## config.mk

```make
export PLATFORM = sky130hd
export DESIGN_NAME = rv32im_muldiv_unit_flat
export DESIGN_NICKNAME = d
export VERILOG_FILES = /design/src/rtl/rv32im_pkg.sv /design/src/rtl/rv32im_muldiv_unit_if.sv /design/src/rtl/rv32im_muldiv_unit.sv /design/src/flat_wrapper.sv
export SDC_FILE = /design/constraint.sdc
export NUM_CORES = 1
export LEC_CHECK = 0
export ABC_CLOCK_PERIOD_IN_PS = 3000
export BUFFER_PORTS_ARGS = -buffer_cell sky130_fd_sc_hd__buf_2
export CAP_MARGIN = 20
export CORE_ASPECT_RATIO = 1.75
export CORE_MARGIN = 2
export CORE_UTILIZATION = 45
export DETAILED_ROUTE_END_ITERATION = 10
export GPL_TIMING_DRIVEN = 0
export HOLD_SLACK_MARGIN = 0.06
export SYNTH_ARGS = -nofsm -noshare
export SYNTH_HDL_FRONTEND = slang
export SYNTH_SLANG_ARGS = --single-unit
export TNS_END_PERCENT = 30
```

## constraint.sdc

```tcl
create_clock -name clk -period 3 [get_ports clk]
set_input_delay 0.6 -clock clk [delete_from_list [all_inputs] [get_ports clk]]
set_output_delay 0.6 -clock clk [all_outputs]
set_load 0.01 [all_outputs]
```

## src/rtl/rv32im_pkg.sv

```systemverilog
// Shared definitions for the RV32M multiply/divide unit.
//   op_e    : funct3 encodings of the M-extension operations
//   state_e : sequencer states of the iterative unit
//   INT_MIN, ALL_ONES : architectural constants for the special-case results
//   a_signed / b_signed : whether each operand is interpreted as signed for an op
package rv32im_pkg;

  typedef enum logic [2:0] {
    OpMul    = 3'b000,
    OpMulh   = 3'b001,
    OpMulhsu = 3'b010,
    OpMulhu  = 3'b011,
    OpDiv    = 3'b100,
    OpDivu   = 3'b101,
    OpRem    = 3'b110,
    OpRemu   = 3'b111
  } op_e;

  typedef enum logic [1:0] {
    StIdle,
    StCalc,
    StFix,
    StDone
  } state_e;

  localparam logic [31:0] INT_MIN  = 32'h8000_0000;
  localparam logic [31:0] ALL_ONES = 32'hFFFF_FFFF;

  function automatic logic a_signed(op_e op);
    return (op == OpMulh) || (op == OpMulhsu) || (op == OpDiv) || (op == OpRem);
  endfunction

  function automatic logic b_signed(op_e op);
    return (op == OpMulh) || (op == OpDiv) || (op == OpRem);
  endfunction

endpackage

```

## src/rtl/rv32im_muldiv_unit_if.sv

```systemverilog
// Request/response bundle between the EX stage (master) and the muldiv unit (slave).
//   flush       : EX -> unit, abort the in-flight operation
//   req_*       : valid/ready request carrying funct3 and the two operands
//   resp_*      : valid/ready response carrying the result
//   busy        : unit -> EX, high whenever the unit is not idle
interface rv32im_muldiv_unit_if #(
  parameter int unsigned XLEN = 32
) ();

  logic            flush;
  logic            req_valid;
  logic            req_ready;
  logic [2:0]      req_op;
  logic [XLEN-1:0] req_a;
  logic [XLEN-1:0] req_b;
  logic            resp_valid;
  logic            resp_ready;
  logic [XLEN-1:0] resp_result;
  logic            busy;

  modport master (
    output flush, req_valid, req_op, req_a, req_b, resp_ready,
    input  req_ready, resp_valid, resp_result, busy
  );

  modport slave (
    input  flush, req_valid, req_op, req_a, req_b, resp_ready,
    output req_ready, resp_valid, resp_result, busy
  );

endinterface

```

## src/rtl/rv32im_muldiv_unit.sv

```systemverilog
// Iterative RV32M execution unit (MUL/MULH/MULHSU/MULHU/DIV/DIVU/REM/REMU).
// Operands are reduced to magnitudes on acceptance; a single 2*XLEN accumulator is
// then used either as {partial product, multiplier} (shift-add, shifting right) or as
// {partial remainder, dividend/quotient} (restoring divide, shifting left). Signs are
// re-applied in the FIX state. Divide-by-zero and signed overflow bypass the iteration.
// Ports:
//   clk   : rising-edge clock
//   rst_n : asynchronous active-low reset
//   bus   : slave side of rv32im_muldiv_unit_if (request, response, flush, busy)
module rv32im_muldiv_unit
  import rv32im_pkg::*;
#(
  parameter int unsigned XLEN            = 32,
  parameter int unsigned STEPS_PER_CYCLE = 1
) (
  input  logic                  clk,
  input  logic                  rst_n,
  rv32im_muldiv_unit_if.slave   bus
);

  localparam int unsigned N    = XLEN / STEPS_PER_CYCLE;
  localparam int unsigned CntW = $clog2(N);

  state_e              state_q, state_d;
  op_e                 op_q, op_d;
  logic                sa_q, sa_d;
  logic                sb_q, sb_d;
  logic [XLEN-1:0]     divisor_q, divisor_d;
  logic [2*XLEN-1:0]   acc_q, acc_d;
  logic [CntW-1:0]     cnt_q, cnt_d;
  logic [XLEN-1:0]     result_q, result_d;

  // Request decode
  op_e             op_in;
  logic            a_neg, b_neg;
  logic [XLEN-1:0] a_mag, b_mag;
  logic            div_zero, div_ovf;
  logic [XLEN-1:0] special_result;
  logic            accept;

  always_comb begin
    op_in    = op_e'(bus.req_op);
    a_neg    = a_signed(op_in) && bus.req_a[XLEN-1];
    b_neg    = b_signed(op_in) && bus.req_b[XLEN-1];
    a_mag    = a_neg ? -bus.req_a : bus.req_a;
    b_mag    = b_neg ? -bus.req_b : bus.req_b;
    div_zero = bus.req_op[2] && (bus.req_b == '0);
    div_ovf  = ((op_in == OpDiv) || (op_in == OpRem)) &&
               (bus.req_a == INT_MIN) && (bus.req_b == ALL_ONES);
    // funct3[1] selects remainder among the divide ops
    if (div_zero) begin
      special_result = bus.req_op[1] ? bus.req_a : ALL_ONES;
    end else begin
      special_result = bus.req_op[1] ? '0 : INT_MIN;
    end
    // flush has priority over acceptance
    accept = bus.req_valid && (state_q == StIdle) && !bus.flush;
  end

  // One clock's worth of iterations on the shared accumulator
  logic [2*XLEN-1:0] acc_step;

  always_comb begin
    logic [XLEN:0] sum;
    logic [XLEN:0] rem_sh;
    logic [XLEN:0] diff;
    acc_step = acc_q;
    sum      = '0;
    rem_sh   = '0;
    diff     = '0;
    for (int s = 0; s < STEPS_PER_CYCLE; s++) begin
      if (!op_q[2]) begin
        // Multiply: add multiplicand into the upper half when the LSB of the
        // multiplier is set, then shift the whole product right by one.
        sum      = {1'b0, acc_step[2*XLEN-1:XLEN]} + (acc_step[0] ? {1'b0, divisor_q} : '0);
        acc_step = {sum, acc_step[XLEN-1:1]};
      end else begin
        // Restoring divide: shift the next dividend bit into the remainder and
        // keep the subtraction only when it does not go negative.
        rem_sh = acc_step[2*XLEN-1:XLEN-1];
        diff   = rem_sh - {1'b0, divisor_q};
        if (!diff[XLEN]) begin
          acc_step = {diff[XLEN-1:0], acc_step[XLEN-2:0], 1'b1};
        end else begin
          acc_step = {rem_sh[XLEN-1:0], acc_step[XLEN-2:0], 1'b0};
        end
      end
    end
  end

  // Sign correction and result select
  logic [2*XLEN-1:0] prod;
  logic [XLEN-1:0]   quot, rem;
  logic [XLEN-1:0]   fix_result;

  always_comb begin
    prod = (sa_q ^ sb_q) ? -acc_q : acc_q;
    quot = (sa_q ^ sb_q) ? -acc_q[XLEN-1:0] : acc_q[XLEN-1:0];
    rem  = sa_q ? -acc_q[2*XLEN-1:XLEN] : acc_q[2*XLEN-1:XLEN];
    unique case (op_q)
      OpMul:                      fix_result = prod[XLEN-1:0];
      OpMulh, OpMulhsu, OpMulhu:  fix_result = prod[2*XLEN-1:XLEN];
      OpDiv, OpDivu:              fix_result = quot;
      OpRem, OpRemu:              fix_result = rem;
      default:                    fix_result = '0;
    endcase
  end

  // Next-state logic
  always_comb begin
    state_d   = state_q;
    op_d      = op_q;
    sa_d      = sa_q;
    sb_d      = sb_q;
    divisor_d = divisor_q;
    acc_d     = acc_q;
    cnt_d     = cnt_q;
    result_d  = result_q;

    if (bus.flush && (state_q != StIdle)) begin
      state_d = StIdle;
    end else begin
      unique case (state_q)
        StIdle: begin
          if (accept) begin
            op_d      = op_in;
            sa_d      = a_neg;
            sb_d      = b_neg;
            divisor_d = b_mag;
            acc_d     = {{XLEN{1'b0}}, a_mag};
            cnt_d     = '0;
            if (div_zero || div_ovf) begin
              result_d = special_result;
              state_d  = StDone;
            end else begin
              state_d  = StCalc;
            end
          end
        end
        StCalc: begin
          acc_d = acc_step;
          cnt_d = cnt_q + CntW'(1);
          if (cnt_q == CntW'(N - 1)) begin
            state_d = StFix;
          end
        end
        StFix: begin
          result_d = fix_result;
          state_d  = StDone;
        end
        StDone: begin
          if (bus.resp_ready) begin
            state_d = StIdle;
          end
        end
        default: state_d = StIdle;
      endcase
    end
  end

  always_ff @(posedge clk or negedge rst_n) begin
    if (!rst_n) begin
      state_q   <= StIdle;
      op_q      <= OpMul;
      sa_q      <= 1'b0;
      sb_q      <= 1'b0;
      divisor_q <= '0;
      acc_q     <= '0;
      cnt_q     <= '0;
      result_q  <= '0;
    end else begin
      state_q   <= state_d;
      op_q      <= op_d;
      sa_q      <= sa_d;
      sb_q      <= sb_d;
      divisor_q <= divisor_d;
      acc_q     <= acc_d;
      cnt_q     <= cnt_d;
      result_q  <= result_d;
    end
  end

  assign bus.req_ready   = (state_q == StIdle);
  assign bus.resp_valid  = (state_q == StDone);
  assign bus.busy        = (state_q != StIdle);
  assign bus.resp_result = result_q;

endmodule

```

## src/flat_wrapper.sv

```systemverilog
// flat-port wrapper written by rule: the top's interface ports become plain ports
module rv32im_muldiv_unit_flat import rv32im_pkg::*;
#(
  parameter int unsigned XLEN            = 32,
  parameter int unsigned STEPS_PER_CYCLE = 1
)
  (clk, rst_n, bus_flush, bus_req_valid, bus_req_op, bus_req_a, bus_req_b, bus_resp_ready, bus_req_ready, bus_resp_valid, bus_resp_result, bus_busy);
  rv32im_muldiv_unit_if #(.XLEN(XLEN)) bus_i ();
  input  logic clk;
  input  logic rst_n;
  input wire logic [$bits(bus_i.flush)-1:0] bus_flush;
  input wire logic [$bits(bus_i.req_valid)-1:0] bus_req_valid;
  input wire logic [$bits(bus_i.req_op)-1:0] bus_req_op;
  input wire logic [$bits(bus_i.req_a)-1:0] bus_req_a;
  input wire logic [$bits(bus_i.req_b)-1:0] bus_req_b;
  input wire logic [$bits(bus_i.resp_ready)-1:0] bus_resp_ready;
  output wire logic [$bits(bus_i.req_ready)-1:0] bus_req_ready;
  output wire logic [$bits(bus_i.resp_valid)-1:0] bus_resp_valid;
  output wire logic [$bits(bus_i.resp_result)-1:0] bus_resp_result;
  output wire logic [$bits(bus_i.busy)-1:0] bus_busy;
  assign bus_i.flush = bus_flush;
  assign bus_i.req_valid = bus_req_valid;
  assign bus_i.req_op = bus_req_op;
  assign bus_i.req_a = bus_req_a;
  assign bus_i.req_b = bus_req_b;
  assign bus_i.resp_ready = bus_resp_ready;
  assign bus_req_ready = bus_i.req_ready;
  assign bus_resp_valid = bus_i.resp_valid;
  assign bus_resp_result = bus_i.resp_result;
  assign bus_busy = bus_i.busy;
  rv32im_muldiv_unit #(.XLEN(XLEN), .STEPS_PER_CYCLE(STEPS_PER_CYCLE)) u_core (.clk(clk), .rst_n(rst_n), .bus(bus_i));
endmodule
```

# Word-level counts from Yosys, hierarchy flattened
# Cells that the tools add are included.
[op_classes]
add_sub_neg = 8
n_eq_ne = 22
n_mux = 25
n_bitwise = 2
n_reduce_logical = 29
[ops]
columns = ["op", "n"]
rows = [
  ["32-bit 2-to-1 mux", 10],
  ["64-bit 2-to-1 mux", 4],
  ["32-bit negator", 4],
  ["32-bit case mux with 4 select lines", 1],
  ["64-bit case mux with 2 select lines", 1],
  ["32-bit == test (second input constant)", 2],
  ["64-bit negator", 1],
  ["32-bit case mux with 2 select lines", 1],
  ["32-bit by 33-bit adder with 33-bit output", 1],
  ["33-bit by 32-bit subtractor with 33-bit output", 1],
  ["32-bit logical NOT", 1],
  ["3-bit == test (second input constant)", 6],
  ["2-bit 2-to-1 mux", 5],
  ["5-bit case mux with 2 select lines", 1],
  ["3-bit by 2-bit == test with 1-bit output (second input constant)", 3],
  ["3-bit AND reduction", 3],
  ["1-bit logical AND", 8],
  ["2-bit case mux with 4 select lines", 1],
  ["1-bit logical OR", 7],
  ["3-bit by 1-bit == test with 1-bit output (second input constant)", 2],
  ["3-bit by 1-bit != test with 1-bit output (second input constant)", 2],
  ["2-bit nonzero test", 3],
  ["5-bit by 1-bit adder with 5-bit output (second input constant)", 1],
  ["5-bit == test (second input constant)", 1],
  ["13 further kinds", 16],
]
[totals]
regBits = 140
in_bits = 72
elab_cells = 94

# Longest topological paths before layout
# Gate-level depths: netlist (run 1).
[logic_depth]
ltp_word = 9
ltp_mapped = 14

# Worst setup path before layout (run 1)
# Ideal clock, no wire load.
[synth_path]
path_type = "input -> register"
from = "in bus_req_a[0]"
to = "reg u_core.result_q[31], in the netlist u_core.bus.resp_result[31]"
arrival_time_ns = 3.250
slack_ns = -0.342
path_stages = 12
path_cell_list = "inv_1 ha_1 or4b_4 nor4_4 and2_1 nand2_1 or3_1 and3_1 or3_1 buf_2 buf_6 o31ai_2"
[synth_via]
elab_chain_cells = 6
[synth_lines]
columns = ["element", "line", "source"]
rows = [
  ["start: declaration", "flat_wrapper.sv:14", "input wire logic [$bits(bus_i.req_a)-1:0] bus_req_a;"],
  ["32-bit == test", "rv32im_muldiv_unit.sv:49", "(bus.req_a == INT_MIN) && (bus.req_b == ALL_ONES);"],
  ["1-bit logical AND", "rv32im_muldiv_unit.sv:48", "div_ovf = ((op_in == OpDiv) || (op_in == OpRem)) &&"],
  ["1-bit logical AND", "rv32im_muldiv_unit.sv:49", ""],
  ["1-bit logical OR", "rv32im_muldiv_unit.sv:132", "if (div_zero || div_ovf) begin"],
  ["2-bit by 1-bit != test with 1-bit output (no source line)", "-", ""],
  ["4-bit AND reduction (no source line)", "-", ""],
  ["end signal: assignment", "rv32im_muldiv_unit.sv:179", "result_q <= result_d;"],
  ["end: declaration", "rv32im_muldiv_unit.sv:31", "logic [XLEN-1:0] result_q, result_d;"],
]
# Every way passes these cells.
# A chain may end at the register's enable or synchronous reset.

# Worst setup path in the final report (run 1)
[layout_path]
from = "reg u_core.acc_q[0]"
to = "reg u_core.acc_q[59]"
[layout_via]
elab_chain_cells = 4
[layout_lines]
columns = ["element", "line", "source"]
rows = [
  ["start: declaration", "rv32im_muldiv_unit.sv:29", "logic [2*XLEN-1:0] acc_q, acc_d;"],
  ["start signal: assignment", "rv32im_muldiv_unit.sv:168", "acc_q <= '0;"],
  ["start signal: assignment", "rv32im_muldiv_unit.sv:177", "acc_q <= acc_d;"],
  ["32-bit 2-to-1 mux", "rv32im_muldiv_unit.sv:75", "sum = {1'b0, acc_step[2*XLEN-1:XLEN]} + (acc_step[0] ? {1'b0, divisor_q} : '0);"],
  ["32-bit by 33-bit adder with 33-bit output", "rv32im_muldiv_unit.sv:75", ""],
  ["64-bit 2-to-1 mux", "rv32im_muldiv_unit.sv:72", "if (!op_q[2]) begin"],
  ["64-bit case mux with 2 select lines", "rv32im_muldiv_unit.sv:123", "unique case (state_q)"],
]
# Every way passes these cells.

==> results of run 1 <==
==> critical path, cell delays in order, from the launching register on <==
cell	delay, ps
dfrtp_2	510
buf_6	140
and2_4	130
ha_4	140
inv_2	40
fa_2	380
nor2b_4	120
o31a_1	200
o211ai_1	130
buf_4	200
a211oi_4	340
o21ai_2	120
a211oi_2	280
a21oi_1	120
xnor2_1	140
a221o_1	300
==> repair_timing <==
item / 4_1_cts / 5_1_grt
resized for setup: 315 / 190
gates cloned: 7 / 1
setup buffers: 62 / 39
pin swaps: 74 / 68
setup endpoints to repair: 101 / 103
==> per-layer routing <==
layer	share of wire, %	wire length, um	global-route usage, %	vias to the layer above
met3	5.3	3660	8.17	341
met5	0.038	26	0	-
met1	32	22100	37.3	7733
met2	51	35100	74.2	736
met4	12	8410	38.7	4
li1	-	-	-	7366
==> stage by stage <==
step / worst slack, ps / cell area, um2 / util (%) / cells
global route: -482 / 18800 / 59.9 / 2543
floorplan: -252 / 14400 / - / 1910
global placement: -2040 / 15400 / 48.9 / 2411
finish: -409 / 18800 / 59.9 / 2543
CTS: -359 / 17800 / 56.7 / 2506
detailed placement: -2020 / 15400 / 49.1 / 2415
==> worst max-delay path by stage <==
stage                                 startpoint                                      to  slack, ps
global route         u_core.acc_q[0]$_DFFE_PN0P_            u_core.acc_q[59]$_DFFE_PN0P_       -480
CTS                 u_core.acc_q[36]$_DFFE_PN0P_  u_core.bus.resp_result[23]$_DFFE_PN0P_       -360
floorplan                           bus_req_a[1]  u_core.bus.resp_result[23]$_DFFE_PN0P_       -250
detailed placement   u_core.acc_q[0]$_DFFE_PN0P_  u_core.bus.resp_result[22]$_DFFE_PN0P_      -2020
global placement     u_core.acc_q[0]$_DFFE_PN0P_  u_core.bus.resp_result[22]$_DFFE_PN0P_      -2040
finish               u_core.acc_q[0]$_DFFE_PN0P_            u_core.acc_q[59]$_DFFE_PN0P_       -410
==> cell type report <==
class / count / area (um2) / share of cell area [%]
clock inverters: 13 / 155 / 0.824
plain buffers: 109 / 701 / 3.72
clock buffers: 19 / 453 / 2.41
well taps: 396 / 495 / 2.63
inverters: 74 / 303 / 1.61
flip-flops and latches: 140 / 3520 / 18.7
multi-input cells: 1574 / 11600 / 61.7
repair buffers: 218 / 1590 / 8.46
==> placed cells by master, fill, tap and decap left out, types with 11 or more instances in the layout <==
master       n
a21o_1      26
a21oi_1    112
a21oi_2     16
a22oi_1     19
a31oi_1     20
and3_1      11
buf_2      106
buf_4       90
buf_6       22
clkbuf_1    67
clkbuf_16   23
clkbuf_2    12
dfrtp_1    130
ha_1        55
ha_4        16
inv_1       68
mux2i_1     48
nand2_1    210
nand2_2     20
nand2b_1    18
nand3_1     19
nand4_1     24
nor2_1     128
nor2_4      13
nor3_1      27
o211ai_1    26
o21ai_0    176
o21ai_1     41
o21ai_2     21
o22ai_1     19
o31ai_1     23
or3_1       18
or4_1       13
xnor2_1     91
xor2_1      83
==> state kept, by name, indices dropped and copies added (netlist names) <==
signal                  count
u_core.state_q              2
u_core.cnt_q                5
u_core.sb_q                 1
u_core.acc_q               64
u_core.op_q                 3
u_core.bus.resp_result     32
u_core.sa_q                 1
u_core.divisor_q           32
==> power groups by stage <==
stage	sequential, mW	clock (mW)	combinational [mW]
floorplan	3.42	0	9.98
global placement	3.73	0	14.4
detailed placement	3.76	0	14.5
CTS	3.77	2.29	17.0
global route	3.98	2.35	20.2
finish	3.89	2.27	19.0
==> kinds of logic after synthesis <==
group | synth area share, %
AO/OA/AOI/OAI | 27.8
AND/OR/NAND/NOR | 20.4
buffers and inverters | 5.36
XOR/XNOR | 11.2
flip-flops | 24.5
adder cells (fa/ha/maj) | 6.92
multiplexers | 3.83
==> out/qor.txt, run 1 <==
Status: finished, violations left
Failing checks: setup timing
Layout area overhead: 31.5%
IO Port Bufs: 105
I/O pins: 107
Largest net degree at the start of global routing: 83
Post-synthesis sequential area ratio: 24.5%
Worst clock skew: 9.23 ps
Core area: 31400 um2
P per Cell Area: 1340 nW/um2
Net Switching: 13.6 mW
VDD IR max: 0.729 mV
Crit path max fanout: 3
Crit path required time: 3350 ps
Cell count after synthesis: 1910
RR Startpoint: u_core.acc_q[0]$_DFFE_PN0P_
Max Clk Rate: 293 MHz
Initial Utilization: 45.6%
Sequential power share: 15.4%
Clock Latency Late Sink: 470 ps
Pint: 11.6 mW
Max Slew Vio Count: 0
Slew HR: 23.6%
Routed vias/inst: 6.36
1st-pass router iterations: 7
Drc violations: 0
Post-synth top cells: nand2_1, o21ai_0, nor2_1
Register bit total from synthesis: 140
Initial antenna violation count: 2
Worst R2R Path Depth: 15
R2r setup slk: -410 ps
Routability Congestion: 1.01
Hold crit path type: in2async
Vias in the first global route: 16.2k
Most common cell in the synthesized netlist: nand2_1
Final Routed Wirelength: 69200 um
Unrepaired setup endpoints after global routing: true
Layout net count: 2284
Synth top area cells: dfrtp_1, o21ai_0, ha_1
Antenna Nets Post-Route: 0
Max-Cap Viols: 0
CTS H-Tree Depth: 4
Worst EP arrival: 3760 ps
Gate power share: 75.5%
Final setup slack of the worst path: -409 ps
Tightest Pin Transition: 1150 ps
Share of cells above drive strength 1: 26.3%
Global route total overflow: 0
Die area: 33300 um2
Die Wd: 139 um
Fin crit share: 114%
DR iter-0 viols: 1068
Worst Setup Start Kind: register
Post-DP HPWL: 52400 um
Final setup fails: 76
Setup TNS: -10980 ps
Minimum clock period: 3410 ps
Asr flop ratio synth: 100%
Overall power: 25.2 mW
Most used DFF post-synth: dfrtp_1
WHS: 94.7 ps
Net Sw Frac: 54.0%
Root Driver: clkbuf_16
Post-Syn Area: 14300 um2
WS Path Type: reg2reg
Rows: 86
Fill cell count: 2911
CTS tree: done
# diodes: 0
YS warnings: 0
Net Count, Synth: 2060
CTS clk-pin slew, worst paths: 70 ps
DR vias: 16.2k
Avg Inst Size Synth: 7.49 um2
Leakage: 7.94 nW
CTS sink count: 140
TritonCTS Buffers: 17
Fin. Hold Viols: 0
Number of enable flip-flop cells after synthesis: 0
Drt wl/cell: 27.2 um
Netlist cell types: 82
Clock power share: 9.0%
Synth area leader: dfrtp_1
Die height: 240 um
Total GRT Usage: 40.7%
Hold buffers post-CTS: 0
Clk buf depth: 2
Synth top area share: 24.5%
Worst setup EP type: register
R2r endpoint: u_core.acc_q[59]$_DFFE_PN0P_
First-pass GRT wire length: 100000 um
Power figures use the tool's default switching activity.
==> run 2, diff against run 1 <==
Settings changed: ABC_CLOCK_PERIOD_IN_PS 3000 to 2850, CTS_BUF_LIST set to sky130_fd_sc_hd__clkbuf_2 sky130_fd_sc_hd__clkbuf_4 sky130_fd_sc_hd__clkbuf_8, SETUP_SLACK_MARGIN set to 0.2.
Clock period 3 ns to 2.85 ns, I/O delays scaled along.
==> run 2 against run 1 <==
The flow still finishes with violations (setup timing); highest routed layer unchanged; first-iteration DRC count is 1.3% lower; critical path depth unchanged; non-clock buffer count grew 22; sequential cell count unchanged; design area about the same; combinational power rose by 9%; global-route usage rose by 0.49 points; largest cell class unchanged; clock-buffer cell count did not move; via count rose by 0.89%; utilization about the same.
==> out/qor.txt, run 2 (synthesized netlist as in run 1, its figures left out) <==
Dpl cells: 2415 (unchanged)
R2r endpoint: u_core.acc_q[57]$_DFFE_PN0P_
Unrepaired setup endpoints after global routing: true
TritonCTS Buffers: 17 (unchanged)
R2r setup slk: -510 ps (-100 ps)
Slew HR: 17.5% (-6.2 points)
Antenna Nets Post-Route: 0 (unchanged)
RR Startpoint: u_core.acc_q[0]$_DFFE_PN0P_
Setup TNS: -22800 ps (-11810 ps)
Initial antenna violation count: 6 (+4)
Max Clk Rate: 298 MHz (+1.6%)
Drt wl/cell: 27.2 um (-0.23%)
Hold Path End: u_core.divisor_q[0]$_DFFE_PN0P_
Fin crit share: 118% (+4.1 points)
CP delay by family, top: compound AO/OA/AOI/OAI gates
I/O pins: 107 (unchanged)
P per Cell Area: 1410 nW/um2 (+5.2%)
Total GRT Usage: 41.2% (+0.49 points)
CTS clk-pin slew, worst paths: 100 ps (+30 ps)
Slowest-stage cell, CP: dfrtp_2
Crit path cell chain: clkinv_4, clkbuf_16, nor2_4, ha_4, buf_8, a2111o_1, o211ai_1, buf_4, nand2_4, a211oi_4, buf_6, nor3_4, and3_1, nor4b_2, o21ai_1
Final Routed Wirelength: 69800 um (+0.75%)
Share of cells above drive strength 1: 27.3% (+0.98 points)
Clock Latency Late Sink: 520 ps (+50 ps)
VDD IR max: 0.716 mV (-1.7%)
Drc violations: 0 (unchanged)
DR vias: 16.3k (+0.89%)
Worst setup EP type: register
Routability Congestion: 1.01 (unchanged)
DR iter-0 viols: 1054 (-1.3%)
CTS sink count: 140 (unchanged)
WS Path Type: reg2reg
Fill cell count: 2920 (+0.31%)
Rows: 86 (unchanged)
Minimum clock period: 3360 ps (-52.3 ps)
Max FFs per register: 64 (unchanged)
Worst EP arrival: 3750 ps (about the same)
First-pass GRT wire length: 101000 um (+0.84%)
WP buf/inv: 5 (+2)
Root Driver: clkbuf_8
Top reg by flops: u_core.acc_q
Initial Utilization: 45.6% (unchanged)
Tightest Pin Transition: 1230 ps (+83.4 ps)
Leakage: 8.02 nW (+0.97%)
Die Wd: 139 um (unchanged)
Slowest stage delay, CP: 520 ps (about the same)
Clk buf depth: 2 (unchanged)
Crit path required time: 3250 ps (-100 ps)
Fin. Hold Viols: 0 (unchanged)
Die height: 240 um (unchanged)
Failing checks: setup timing
Layout net count: 2306 (+0.96%)
Max-Cap Viols: 0 (unchanged)
Crit path max fanout: 5 (+2)
Overall power: 26.5 mW (+5.1%)
Cell Count, Final, Fillers Out: 2568 (+0.98%)
Most frequent cells in the layout: nand2_1, o21ai_0, nor2_1, dfrtp_1, a21oi_1
Layout Cell Area excl Fill: 18800 um2 (about the same)
Final setup slack of the worst path: -507 ps (-97.7 ps)
Hold path start: bus_req_b[0]
Layout area overhead: 31.4% (about the same)
Status: finished, violations left
Worst clock skew: 13.5 ps (+4.24 ps)
Worst R2R Path Depth: 15 (unchanged)
1st-pass router iterations: 5 (-2)
Final setup fails: 84 (+11%)
Max Slew Vio Count: 0 (unchanged)
Worst Setup Start Kind: register
CTS H-Tree Depth: 4 (unchanged)
Die area: 33300 um2 (unchanged)
Cell count of the worst hold path: 3
Hold crit path type: in2reg
IO Port Bufs: 105 (unchanged)
Placed Area: 15400 um2 (unchanged)
Commonest non-fill, non-tap cell in the layout: nand2_1
Post-DP HPWL: 52400 um (unchanged)
Core area: 31400 um2 (unchanged)
Largest net degree at the start of global routing: 83 (unchanged)
CTS tree: done
Global route total overflow: 0 (unchanged)
Routed vias/inst: 6.36 (about the same)
Vias in the first global route: 16.3k (+0.78%)
Critical path origin: u_core.acc_q[0]$_DFFE_PN0P_
run 2: changes by cell type in the layout (fill, tap and decap cells not counted), moves of 5 or more:
cell and change:
clkbuf_8 +20, clkbuf_16 -17, clkbuf_2 +14, clkbuf_1 -10, buf_6 +9, o21ai_0 -6, o21ai_1 +6, buf_8 +5
ha_4 -5, xor2_1 -5, xor2_2 +5
run 2: per-stage QoR:
| stage | utilization [%] | hold slack (ps) | setup slack [ps] |
|---|---|---|---|
| after global placement | 48.9 | 457 | -2190 |
| after global routing | 59.9 | 372 | -579 |
| after floorplan | - | 274 | -372 |
| after detailed placement | 49.1 | 462 | -2170 |
| after CTS | 57.0 | 335 | -394 |
| final | 59.9 | 349 | -507 |
run 2: power by group:
part	switching [mW]	total [mW]	internal [mW]
clock network	0.962	1.81	0.846
registers	1.18	4.03	2.85
logic	12.3	20.7	8.31
run 2: worst register-to-register path, stage by stage (launching register included):
cell	delay, ps
dfrtp_2	520
clkinv_4	170
clkbuf_16	200
nor2_4	110
ha_4	210
buf_8	120
a2111o_1	380
o211ai_1	190
buf_4	210
nand2_4	60
a211oi_4	360
buf_6	160
nor3_4	30
and3_1	190
nor4b_2	220
o21ai_1	100
run 2: worst max-delay path by stage:
stage / to / slack, ps / cells past startpoint
floorplan: u_core.bus.resp_result[23]$_DFFE_PN0P_ / -370 / 13
global placement: u_core.bus.resp_result[22]$_DFFE_PN0P_ / -2190 / 12
detailed placement: u_core.bus.resp_result[22]$_DFFE_PN0P_ / -2170 / 12
CTS: u_core.acc_q[59]$_DFFE_PN0P_ / -390 / 14
global route: u_core.acc_q[59]$_DFFE_PN0P_ / -580 / 14
finish: u_core.acc_q[57]$_DFFE_PN0P_ / -510 / 15
run 2: layout make-up:
type,instances,area (um2),share of cell area (%)
diodes,3,7.51,0.0399
plain buffers,122,830,4.41
clock buffers,19,262,1.39
clock inverters,13,155,0.825
inverters,74,304,1.62
multi-input cells,1574,11500,61.3
flip-flops and latches,140,3510,18.7
well taps,396,495,2.63
repair buffers,227,1700,9.06
run 2: timing repair:
item                       in CTS  in global routing
gates resized for setup       382                170
pin swaps                      89                 60
hold buffers                    1                  0
hold endpoints to repair       22                  0
setup endpoints to repair     109                124
setup buffers                  75                 32
cloned                          8                  1
run 2: per-layer routing:
layer | GRT usage [%] | vias up | share of wire, %
met3 | 8.96 | 338 | 6.1
met2 | 74.9 | 769 | 51
met4 | 40.1 | 6 | 12
met1 | 37.1 | 7810 | 31
met5 | 0 | - | 0.060
li1 | - | 7401 | -
